[src/rtl/branch_pc_unit.sv]
// branch_pc_unit: status flags, branch condition evaluation and program counter.
//   clk, reset_n             clock and asynchronous active-low reset
//   load_s, Z_in/N_in/V_in   capture ALU flags into the status register
//   pc_op                    00 hold, 01 increment, 10 cond branch, 11 reg jump
//   cond, imm8               branch condition code and signed offset
//   reg_target               register-indirect jump address
//   link                     capture the pre-update PC into link_out
//   pc_out, link_out         registered PC and link register
//   Z, N, V                  registered status flags
//   taken                    one-cycle pulse for a taken conditional branch
module branch_pc_unit #(
  parameter int unsigned     PC_W     = 9,
  parameter logic [PC_W-1:0] RESET_PC = '0
) (
  input  logic            clk,
  input  logic            reset_n,
  input  logic            load_s,
  input  logic            Z_in,
  input  logic            N_in,
  input  logic            V_in,
  input  logic [1:0]      pc_op,
  input  logic [2:0]      cond,
  input  logic [7:0]      imm8,
  input  logic [PC_W-1:0] reg_target,
  input  logic            link,
  output logic [PC_W-1:0] pc_out,
  output logic [PC_W-1:0] link_out,
  output logic            Z,
  output logic            N,
  output logic            V,
  output logic            taken
);

  localparam int unsigned IMM_W = 8;
  localparam int unsigned EXT_W = PC_W - IMM_W;

  localparam logic [1:0] OP_HOLD = 2'b00;
  localparam logic [1:0] OP_INC  = 2'b01;
  localparam logic [1:0] OP_BR   = 2'b10;
  localparam logic [1:0] OP_JMP  = 2'b11;

  logic [PC_W-1:0] pc_q, pc_d;
  logic [PC_W-1:0] link_q, link_d;
  logic            z_q, z_d;
  logic            n_q, n_d;
  logic            v_q, v_d;
  logic            taken_q, taken_d;
  logic            cond_c;
  logic [PC_W-1:0] offset_c;

  // Branch condition from the registered flags only, so a same-cycle flag load
  // never influences the branch it accompanies.
  always_comb begin
    cond_c = 1'b0;
    case (cond)
      3'b000:  cond_c = 1'b1;
      3'b001:  cond_c = z_q;
      3'b010:  cond_c = ~z_q;
      3'b011:  cond_c = n_q ^ v_q;
      3'b100:  cond_c = (n_q ^ v_q) | z_q;
      default: cond_c = 1'b0;
    endcase
  end

  // Sign-extended branch offset.
  always_comb begin
    offset_c = {{EXT_W{imm8[IMM_W-1]}}, imm8};
  end

  // Next-state computation for PC, link, flags and the taken pulse.
  always_comb begin
    pc_d    = pc_q;
    link_d  = link_q;
    z_d     = z_q;
    n_d     = n_q;
    v_d     = v_q;
    taken_d = 1'b0;

    if (load_s) begin
      z_d = Z_in;
      n_d = N_in;
      v_d = V_in;
    end

    case (pc_op)
      OP_INC:  pc_d = pc_q + PC_W'(1);
      OP_BR: begin
        taken_d = cond_c;
        if (cond_c) begin
          pc_d = pc_q + offset_c;
        end
      end
      OP_JMP:  pc_d = reg_target;
      default: pc_d = pc_q;
    endcase

    // Link captures the PC as it was before this update, taken or not.
    if (link && (pc_op != OP_HOLD)) begin
      link_d = pc_q;
    end
  end

  // State registers.
  always_ff @(posedge clk or negedge reset_n) begin
    if (!reset_n) begin
      pc_q    <= RESET_PC;
      link_q  <= '0;
      z_q     <= 1'b0;
      n_q     <= 1'b0;
      v_q     <= 1'b0;
      taken_q <= 1'b0;
    end else begin
      pc_q    <= pc_d;
      link_q  <= link_d;
      z_q     <= z_d;
      n_q     <= n_d;
      v_q     <= v_d;
      taken_q <= taken_d;
    end
  end

  assign pc_out   = pc_q;
  assign link_out = link_q;
  assign Z        = z_q;
  assign N        = n_q;
  assign V        = v_q;
  assign taken    = taken_q;

endmodule

[config.mk]
export PLATFORM = sky130hd
export DESIGN_NAME = branch_pc_unit
export DESIGN_NICKNAME = d
export VERILOG_FILES = /design/src/rtl/branch_pc_unit.sv
export SDC_FILE = /design/constraint.sdc
export NUM_CORES = 1
export LEC_CHECK = 0
export ABC_AREA = 0
export CAP_MARGIN = 25
export CORE_MARGIN = 2
export CORE_UTILIZATION = 45
export DETAILED_ROUTE_END_ITERATION = 10
export PLACE_DENSITY = 0.85
export SYNTH_ARGS = -nofsm -noshare
export SYNTH_HDL_FRONTEND = slang
export SYNTH_SLANG_ARGS = --single-unit
export TNS_END_PERCENT = 20
[constraint.sdc]
create_clock -name clk -period 2.45 [get_ports clk]
set_clock_uncertainty 0.1 [all_clocks]
set_input_delay 0.3675 -clock clk [delete_from_list [all_inputs] [get_ports clk]]
set_output_delay 0.3675 -clock clk [all_outputs]
set_load 0.05 [all_outputs]
==> flow_metrics.py <==
metrics = {
    "outcome": {
        "outcome": "finished, final reports clean",
    },
    "final_layout": {
        "fin_cells": 261,
        "area_delta_synth_final_pct": 52.2,
        "fin_util": 0.726,
        "fin_area_um2": 2230,
        "nets": 256,
        "nFillCells": 247,
        "antenna_cells": 0,
        "drive_gt1_frac": 0.230,
    },
    "synth": {
        "synth_adder_area_share": 0.0818,
        "synth_top_family_by_area": "compound AO/OA/AOI/OAI gates",
        "synth_commonest_cells": "22 x dfrtp_1, 16 x nand2_1, 10 x mux2_2, 8 x ha_1",
        "synth_edf_count": 0,
        "synth-xor-area-share": 0.0179,
        "yosysUniqueCellTypes": 43,
        "ys_ff_latch": 22,
        "synth.area.top_cells": "dfrtp_1 38%, mux2_2 7.7%, ha_1 6.8%, mux2_4 5.1%, nand2_1 4.1%",
        "synthCells": 146,
        "netlist_area_um2": 1470,
        "yosysSeqAreaShare": 0.375,
        "async_reset_ff_frac": 1.00,
        "synth_top_cell_by_area": "dfrtp_1",
        "yosys.area_share.simple": 0.153,
        "synth_compound_area_frac": 0.190,
        "avgSynthCellArea_um2": 10.1,
        "synth_top_area_frac": 0.375,
        "yosysWarnings": 0,
        "synthMuxAreaShare": 0.142,
        "synthesis.nets": 184,
        "synth_most_common_cell": "dfrtp_1",
        "ys.flop_type": "dfrtp_1",
    },
    "floorplanning": {
        "dieArea_um2": 3730,
        "die-height_um": 61.1,
        "die_x_um": 61.1,
        "core-area_um2": 3080,
        "boundaryPins": 51,
        "initial_utilization": 0.477,
        "rows": 20,
    },
    "routing": {
        "antenna_left": 0,
        "first_iter_violations": 63,
        "wl_per_cell_um": 14.3,
        "drc": 0,
        "vias": 1391,
        "wl_mm": 3.74,
        "vias_per_cell": 5.33,
        "dr.pass1.iters": 4,
    },
    "placement": {
        "port_buffers": 50,
        "gp_congestion": 0.941,
        "place_ws_ns": -0.339,
        "hpwl_mm": 3.08,
        "dp.cells": 255,
        "post_dp_cell_area_um2": 2160,
    },
    "grt": {
        "grt_pass1_wl_mm": 5.93,
        "track_usage": 0.215,
        "grt_max_degree": 23,
        "grt_remaining_overflow": 0,
        "grt_pass1_vias": 1294,
        "antenna_found_initial": 0,
    },
    "clocking": {
        "cts_made_buffers": 3,
        "insertion_delay_ns": 0.30,
        "cts.sinks": 22,
        "cts-root-buf": "clkbuf_4",
        "h-tree-depth": 1,
        "clkTransAtPathRegs_ns": 0.12,
        "clock_path_buffers": 2,
        "hold_buffers": 0,
        "tritoncts": "yes",
    },
    "worst_setup_path": {
        "worstPathArrival_ns": 2.54,
        "required_ns": 2.60,
        "cp-end-kind": "flip-flop",
        "regToRegSetupSlack_ns": 0.25,
        "startpoint": "pc_op[1]",
        "timing.rr.start": "pc_out[0]",
        "crit_path_start_kind": "input pin",
        "path_class": "in2reg",
        "critPathMaxFanout": 5,
    },
    "hold_path": {
        "min_path_type": "in2async",
    },
    "flow_run": {
        "cap_violations": 0,
    },
    "timing": {
        "setup_ws_ns": 0.0578,
        "hold_viol": 0,
        "finalMaxSlewViolations": 0,
        "slew-limit-headroom": 0.659,
        "fin_crit_sh": 0.976,
        "setup_viol": 0,
        "tightest_slew_ns": 0.510,
        "rsz0062_at_grt": "false",
        "final.min_clock_period_ns": 2.39,
        "max_freq_ghz": 0.418,
    },
    "power": {
        "power_density_nw_per_um2": 1130,
        "ir_drop_mv": 0.569,
        "p_leak_nw": 1.02,
    },
}
report_power, final:
part / total (mW) / switching, mW / internal, mW / leakage, nW
sequential: 0.638 / 0.135 / 0.502 / 0.257
combinational: 1.62 / 0.913 / 0.709 / 0.731
clock: 0.274 / 0.108 / 0.165 / 0.0279
flip-flops by register name (all words and copies together) (netlist names):
signal    count
taken         1
Z             1
link_out      9
V             1
pc_out        9
N             1
metrics by stage:
stage / total power [mW] / TNS (ns) / hold WS [ns]
detailed placement: 2.24 / -1.45 / 0.372
floorplan: 1.63 / 0 / -0.0281
global placement: 2.19 / -0.879 / 0.366
CTS: 2.53 / 0 / 0.296
finish: 2.53 / 0 / 0.295
global route: 2.67 / 0 / 0.312
cell usage in the layout (no fill, tap or decap), types with 4 or more instances in the layout:
cell type and instances:
ha_1 7, nand2_1 16, o21ai_0 6, mux2_4 5, nor3_1 4, clkdlybuf4s50_1 49, dfrtp_1 22, nor2_1 7
buf_4 22, inv_1 4, a21oi_1 7, and2_1 7, o21a_1 4, mux2_2 10
kinds of logic (layout without fill, tap and decap cells):
group | after synthesis | in the layout
fa+ha+maj | 9 | 9
flops | 22 | 22
mux | 17 | 17
buf+inv | 11 | 82
simple gates | 45 | 45
xor+xnor | 3 | 3
compound gates | 39 | 39
worst paths after layout:
| path | cells past startpoint | end |
|---|---|---|
| max in group asynchronous | 2 | link_out[6] |
| min | 2 | taken |
| min in group clk | 2 | link_out[8] |
| min reg2reg | 2 | link_out[8] |
| max reg2reg | 8 | pc_out[6] |
| max | 10 | pc_out[8] |
metal layers:
metal,track usage,part of all wire,vias up
met1,0.274,0.44,661
met4,0.0745,0.017,0
met2,0.383,0.50,52
li1,-,-,670
met3,0.0126,0.038,8
met5,0,0,-
critical path: stages:
cell and delay, ns:
clkdlybuf4s50_1 0.47, nor2b_4 0.18, buf_4 0.13, and2_1 0.12
ha_1 0.23, nor2b_1 0.15, o31a_1 0.29, a31o_2 0.23
a221o_1 0.31, nand3_1 0.07
final cells by class:
type	count	area [um2]	share of cell area
Sequential cell	22	551	0.246
Multi-Input combinational cell	113	872	0.390
Inverter	5	18.8	0.00840
Clock inverter	1	30.0	0.0134
Clock buffer	3	22.5	0.0101
Timing Repair Buffer	73	684	0.306
Tap cell	44	55.1	0.0246
timing repair:
item / in CTS / in global routing
gates resized for setup: 4 / 0
endpoints found under the hold margin: 0 / 0
buffers inserted: 2 / 0
pin swaps: 3 / 1
setup endpoints to repair: 1 / 2
(Power assumes the default switching activity.)
